$ cat config.mk
export PLATFORM = sky130hd
export DESIGN_NAME = fetch_queue_flat
export DESIGN_NICKNAME = d
export VERILOG_FILES = /design/src/rtl/fetch_queue_if.sv /design/src/rtl/fetch_queue.sv /design/src/flat_wrapper.sv
export SDC_FILE = /design/constraint.sdc
export NUM_CORES = 1
export LEC_CHECK = 0
export CORE_MARGIN = 5
export CORE_UTILIZATION = 40
export DETAILED_ROUTE_END_ITERATION = 8
export SLEW_MARGIN = 5
export SYNTH_ARGS = -nofsm -noshare
export SYNTH_HDL_FRONTEND = slang
export SYNTH_SLANG_ARGS = --single-unit
$ cat constraint.sdc
create_clock -name clk -period 3.8 [get_ports clk]
set_input_delay 0.76 -clock clk [delete_from_list [all_inputs] [get_ports clk]]
set_output_delay 0.76 -clock clk [all_outputs]
set_load 0.01 [all_outputs]
$ cat src/rtl/fetch_queue_if.sv
// Bundle of the PC-side, memory-side and decode-side signals of fetch_queue.
// The slave modport is the fetch stage; master is whatever drives it.
interface fetch_queue_if #(
   parameter int address_width = 32,
   parameter int data_width    = 32,
   parameter int DEPTH         = 4
);
   localparam int CW = $clog2(DEPTH) + 1;

   logic [address_width-1:0] pc_in;
   logic                     pc_valid;
   logic                     pc_ready;
   logic                     flush;
   logic                     mem_req;
   logic [address_width-1:0] mem_addr;
   logic                     mem_rvalid;
   logic [data_width-1:0]    mem_rdata;
   logic                     instr_valid;
   logic [data_width-1:0]    instr;
   logic [address_width-1:0] instr_pc;
   logic                     instr_ready;
   // Observation only: 0=IDLE 1=WAIT 2=DROP, and FIFO occupancy
   logic [1:0]               dbg_state;
   logic [CW-1:0]            dbg_count;

   modport slave (
      input  pc_in, pc_valid, flush, mem_rvalid, mem_rdata, instr_ready,
      output pc_ready, mem_req, mem_addr, instr_valid, instr, instr_pc,
             dbg_state, dbg_count
   );

   modport master (
      output pc_in, pc_valid, flush, mem_rvalid, mem_rdata, instr_ready,
      input  pc_ready, mem_req, mem_addr, instr_valid, instr, instr_pc,
             dbg_state, dbg_count
   );
endinterface

$ cat src/rtl/fetch_queue.sv
// Instruction fetch: one outstanding imem read, responses tagged with their PC
// and queued for decode. Optional same-cycle bypass when FETCH_BYPASS_EN is defined.
module fetch_queue #(
   parameter int address_width = 32,
   parameter int data_width    = 32,
   parameter int DEPTH         = 4
) (
   input logic          clk,
   input logic          rst,
   fetch_queue_if.slave bus
);
   localparam int PW = $clog2(DEPTH);
   localparam int CW = PW + 1;

   typedef enum logic [1:0] {IDLE = 2'd0, WAIT = 2'd1, DROP = 2'd2} state_t;

   state_t                   state_q, state_d;
   logic [PW-1:0]            wr_ptr_q, wr_ptr_d;
   logic [PW-1:0]            rd_ptr_q, rd_ptr_d;
   logic [CW-1:0]            count_q, count_d;
   logic [address_width-1:0] pend_pc_q, pend_pc_d;
   logic [address_width-1:0] pc_mem_q [DEPTH];
   logic [address_width-1:0] pc_mem_d [DEPTH];
   logic [data_width-1:0]    ins_mem_q [DEPTH];
   logic [data_width-1:0]    ins_mem_d [DEPTH];

   logic issue, resp_ok, fifo_valid, byp_valid, pop_fifo, push;

   // Handshakes: a transfer happens in a cycle where valid && ready at the posedge;
   // ready never depends on valid, and flush suppresses every transfer that cycle.
   always_comb begin
      fifo_valid   = (count_q != '0);
      bus.pc_ready = (state_q == IDLE) && (count_q < CW'(DEPTH)) && !bus.flush && rst;
      issue        = bus.pc_valid && bus.pc_ready;
      bus.mem_req  = issue;
      bus.mem_addr = bus.pc_in;
      resp_ok      = (state_q == WAIT) && bus.mem_rvalid && !bus.flush;
`ifdef FETCH_BYPASS_EN
      byp_valid    = resp_ok && !fifo_valid && rst;
`else
      byp_valid    = 1'b0;
`endif
      bus.instr_valid = fifo_valid || byp_valid;
      bus.instr       = '0;
      bus.instr_pc    = '0;
      if (fifo_valid) begin
         bus.instr    = ins_mem_q[rd_ptr_q];
         bus.instr_pc = pc_mem_q[rd_ptr_q];
      end
`ifdef FETCH_BYPASS_EN
      else if (byp_valid) begin
         bus.instr    = bus.mem_rdata;
         bus.instr_pc = pend_pc_q;
      end
`endif
      pop_fifo = fifo_valid && bus.instr_ready && !bus.flush;
      // A bypassed response that decode takes immediately never occupies a slot
      push     = resp_ok && !(byp_valid && bus.instr_ready);

      bus.dbg_state = state_q;
      bus.dbg_count = count_q;
   end

   always_comb begin
      state_d   = state_q;
      pend_pc_d = pend_pc_q;
      wr_ptr_d  = wr_ptr_q;
      rd_ptr_d  = rd_ptr_q;
      count_d   = count_q;
      pc_mem_d  = pc_mem_q;
      ins_mem_d = ins_mem_q;

      case (state_q)
         IDLE: if (issue) state_d = WAIT;
         WAIT: begin
            if (bus.flush) state_d = bus.mem_rvalid ? IDLE : DROP;
            else if (bus.mem_rvalid) state_d = IDLE;
         end
         DROP: if (bus.mem_rvalid) state_d = IDLE;
         default: state_d = IDLE;
      endcase

      if (issue) pend_pc_d = bus.pc_in;

      if (bus.flush) begin
         wr_ptr_d = '0;
         rd_ptr_d = '0;
         count_d  = '0;
      end else begin
         if (push) begin
            pc_mem_d[wr_ptr_q]  = pend_pc_q;
            ins_mem_d[wr_ptr_q] = bus.mem_rdata;
            wr_ptr_d            = wr_ptr_q + 1'b1;
         end
         if (pop_fifo) rd_ptr_d = rd_ptr_q + 1'b1;
         if (push && !pop_fifo) count_d = count_q + 1'b1;
         else if (!push && pop_fifo) count_d = count_q - 1'b1;
      end
   end

   // Storage is not reset: outputs are forced to zero whenever the FIFO is empty
   always_ff @(posedge clk) begin
      if (!rst) begin
         state_q   <= IDLE;
         wr_ptr_q  <= '0;
         rd_ptr_q  <= '0;
         count_q   <= '0;
         pend_pc_q <= '0;
      end else begin
         state_q   <= state_d;
         wr_ptr_q  <= wr_ptr_d;
         rd_ptr_q  <= rd_ptr_d;
         count_q   <= count_d;
         pend_pc_q <= pend_pc_d;
         pc_mem_q  <= pc_mem_d;
         ins_mem_q <= ins_mem_d;
      end
   end
endmodule

$ cat src/flat_wrapper.sv
// flat-port wrapper written by rule: the top's interface ports become plain ports
module fetch_queue_flat 
#(
   parameter int address_width = 32,
   parameter int data_width    = 32,
   parameter int DEPTH         = 4
)
  (clk, rst, bus_pc_in, bus_pc_valid, bus_flush, bus_mem_rvalid, bus_mem_rdata, bus_instr_ready, bus_pc_ready, bus_mem_req, bus_mem_addr, bus_instr_valid, bus_instr, bus_instr_pc, bus_dbg_state, bus_dbg_count);
  fetch_queue_if #(.address_width(address_width), .data_width(data_width), .DEPTH(DEPTH)) bus_i ();
  input logic clk;
  input logic rst;
  input wire logic [$bits(bus_i.pc_in)-1:0] bus_pc_in;
  input wire logic [$bits(bus_i.pc_valid)-1:0] bus_pc_valid;
  input wire logic [$bits(bus_i.flush)-1:0] bus_flush;
  input wire logic [$bits(bus_i.mem_rvalid)-1:0] bus_mem_rvalid;
  input wire logic [$bits(bus_i.mem_rdata)-1:0] bus_mem_rdata;
  input wire logic [$bits(bus_i.instr_ready)-1:0] bus_instr_ready;
  output wire logic [$bits(bus_i.pc_ready)-1:0] bus_pc_ready;
  output wire logic [$bits(bus_i.mem_req)-1:0] bus_mem_req;
  output wire logic [$bits(bus_i.mem_addr)-1:0] bus_mem_addr;
  output wire logic [$bits(bus_i.instr_valid)-1:0] bus_instr_valid;
  output wire logic [$bits(bus_i.instr)-1:0] bus_instr;
  output wire logic [$bits(bus_i.instr_pc)-1:0] bus_instr_pc;
  output wire logic [$bits(bus_i.dbg_state)-1:0] bus_dbg_state;
  output wire logic [$bits(bus_i.dbg_count)-1:0] bus_dbg_count;
  assign bus_i.pc_in = bus_pc_in;
  assign bus_i.pc_valid = bus_pc_valid;
  assign bus_i.flush = bus_flush;
  assign bus_i.mem_rvalid = bus_mem_rvalid;
  assign bus_i.mem_rdata = bus_mem_rdata;
  assign bus_i.instr_ready = bus_instr_ready;
  assign bus_pc_ready = bus_i.pc_ready;
  assign bus_mem_req = bus_i.mem_req;
  assign bus_mem_addr = bus_i.mem_addr;
  assign bus_instr_valid = bus_i.instr_valid;
  assign bus_instr = bus_i.instr;
  assign bus_instr_pc = bus_i.instr_pc;
  assign bus_dbg_state = bus_i.dbg_state;
  assign bus_dbg_count = bus_i.dbg_count;
  fetch_queue #(.address_width(address_width), .data_width(data_width), .DEPTH(DEPTH)) u_core (.clk(clk), .rst(rst), .bus(bus_i));
endmodule
==> impl_metrics.toml <==
[sta]
hold_violations = 0
fin_tns_setup_ns = 0
slew_violations = 0
finalCritPeriodShare_pct = 93.6
max_freq_mhz = 281
worstMarginPinSlew_ns = 1.12
fin_worst_skew_ns = 0.00676
rsz0062_at_grt = "no"
worst_slack_ns = 0.244
holdWs_ns = 0.493
relSlewSlack_pct = 25.3
setup_violations = 0
fin_crit_ns = 3.56

[global_route]
grt_antenna_before_repair = 0
grt_max_degree = 67
grt_pass1_vias = 6627
gr-total-overflow = 0
grt_pass1_wl_mm = 37.5
track_usage_pct = 14.5

[routing]
wirelength_mm = 24.0
first_iter_violations = 341
firstDrtPassIters = 4
viasPerCell = 5.02
wl_per_cell_um = 20.0
ant_nets = 0
drc = 0
vias = 6016

[logic_synthesis]
yosys.cell_types.count = 32
synth_edf_count = 256
synth_top_family_by_area = "multiplexers"
synth.area.top_cells = "edfxtp_1 (66%), mux4_2 (12%), dfxtp_1 (7.0%)"
ys_ff_latch = 297
synth_fp_nets = 714
ys_seq_area_share_pct = 72.6
async_flop_share_pct = 0
netlist.area_leader.share_pct = 65.6
synth_area_per_cell_um2 = 18.4
post_synth_fa_ha_maj_area_fraction_pct = 0.705
synth.largest_area_cell = "edfxtp_1"
synth_common_cells = "edfxtp_1 (256), and2_1 (69), mux4_2 (64), dfxtp_1 (41)"
yosys_warnings = 0
syn_area_mm2 = 0.0117
synthXorXnorAreaFrac_pct = 0.374
synthMuxAreaShare_pct = 12.6
synth-compound-area-share_pct = 2.59
synthFlopType = "edfxtp_1"
synth.most_common_cell = "edfxtp_1"
synth_cells = 638
synthSimpleGateAreaFrac_pct = 7.01

[cts]
cts_tree = "built"
htree_levels = 1
clk_path_buf_depth = 3
holdBufCountCts = 0
clock_sinks = 297
cts_made_buffers = 30
clock_latency_ns = 0.54
post_cts_buffers = 0
clock-root-buffer = "clkbuf_16"
cts-resized-gates = 0
clkSlewWorstSetupHoldPaths_ns = 0.06

[pwr]
power_density_mw_per_mm2 = 458
vdd.ir_drop.worst_mv = 0.315
p_clk_share_pct = 42.9
seq_power_share_pct = 53.4
switching_share_pct = 19.3
cellLeakagePower_nw = 4.79
intPower_w = 0.00541
combPwrFrac_pct = 3.6
p_sw_w = 0.00130

[run]
maxCapViolations = 0

[worst_setup_path]
r2r_cells = 8
endpoint_kind = "output port"
worstSetupStartpoint = "u_core.bus.dbg_count[2]"
start_kind = "register"
worstPathArrival_ns = 2.80
criticalPathCategory = "register to output port"
path_max_fanout = 66
r2r-start = "u_core.bus.dbg_count[2]"
crit_required_ns = 3.04

[floorplan]
rows = 62
start_util_pct = 40.7
ioPinCount = 174
die_w_um = 181
die_area_mm2 = 0.0328
die_y_um = 181
core_mm2 = 0.0288

[place]
gp_congestion = 0.733
hpwl_mm = 14.5
numPortBuffers = 173
dp_slack_ns = 0.738

[final_layout]
area_growth_pct = 24.9
drive_gt1_share_pct = 19.5
diodes = 0
final_nets = 866

[hold_path]
hp-class = "register to register"
min_delay_path_depth = 2
min_from = "u_core.pend_pc_q[31]"

[status]
run_status = "finished clean"
layout make-up:
type                            instances  area [um^2]
Clock buffer                           35          769
Clock inverter                         21          213
Fill cell                            2366        14200
Inverter                                4         15.0
Multi-Input combinational cell        268         2740
Sequential cell                       297         8520
Tap cell                              384          480
Timing Repair Buffer                  189         1890
through the flow:
stage	cells	power (W)	area (um^2)	util, %
floorplan	638	0.00375	11700	-
global placement	1142	0.00389	13600	47.4
detailed placement	1142	0.00390	13600	47.4
CTS	1198	0.00678	14600	50.8
global route	1198	0.00695	14600	50.8
finish	1198	0.00670	14600	50.8
cells by family after synthesis:
family | after synthesis
compound gates | 37
xor+xnor | 5
fa+ha+maj | 6
buf+inv | 73
flops | 297
mux | 67
simple gates | 153
state kept, by name, summed over array words and instances (netlist names):
signal / cells
u_core.pc_mem_q: 128
u_core.wr_ptr_q: 2
u_core.bus.dbg_count: 3
u_core.bus.dbg_state: 2
u_core.ins_mem_q: 128
u_core.rd_ptr_q: 2
u_core.pend_pc_q: 32
per-layer routing:
layer  GRT usage [%]  vias to the layer above  routed length (um)
li1                -                     2740                   -
met1            18.0                     3067                9860
met2            25.5                      166               12300
met3            2.88                       43                1150
met4            4.53                        0                 669
met5               0                        -                   0
placed cells by master, fill, tap and decap left out, drive strengths merged:
master / instances
and2: 69
nand2: 33
fa: 1
edfxtp: 256
buf: 16
mux2: 1
mux2i: 2
xor2: 4
clkinv: 16
a22oi: 1
clkbuf: 35
mux4: 64
clkdlybuf4s50: 173
and3: 1
inv: 4
nor3b: 2
o31ai: 1
or3: 2
o311ai: 1
nor2: 9
and3b: 1
a21oi: 1
ha: 5
bufinv: 4
nor3: 1
nand2b: 1
dfxtp: 41
o21ai: 33
clkinvlp: 1
nand3b: 1
xnor2: 1
nand3: 33
critical path, cell delays in order, from the launching register on:
cell and delay [ns]:
dfxtp_1 0.45, or3_2 0.92, and2_1 0.30, clkdlybuf4s50_1 0.55
path summary, 6_finish.rpt:
check	end	slack (ns)
setup / recovery	bus_instr_pc[0]	0.24
hold / removal	u_core.pend_pc_q[31]	0.49
setup reg to reg	u_core.bus.dbg_count[2]	0.78
hold reg to reg	u_core.pend_pc_q[31]	0.49
power by group through the flow:
| stage | clock network, W | registers [W] | logic (W) |
|---|---|---|---|
| finish | 0.00288 | 0.00358 | 0.000244 |
| global route | 0.00310 | 0.00358 | 0.000263 |
| CTS | 0.00295 | 0.00358 | 0.000249 |
| detailed placement | 0 | 0.00365 | 0.000247 |
| global placement | 0 | 0.00365 | 0.000242 |
| floorplan | 0 | 0.00364 | 0.000108 |
No activity file was read; power rests on OpenSTA's default activity.
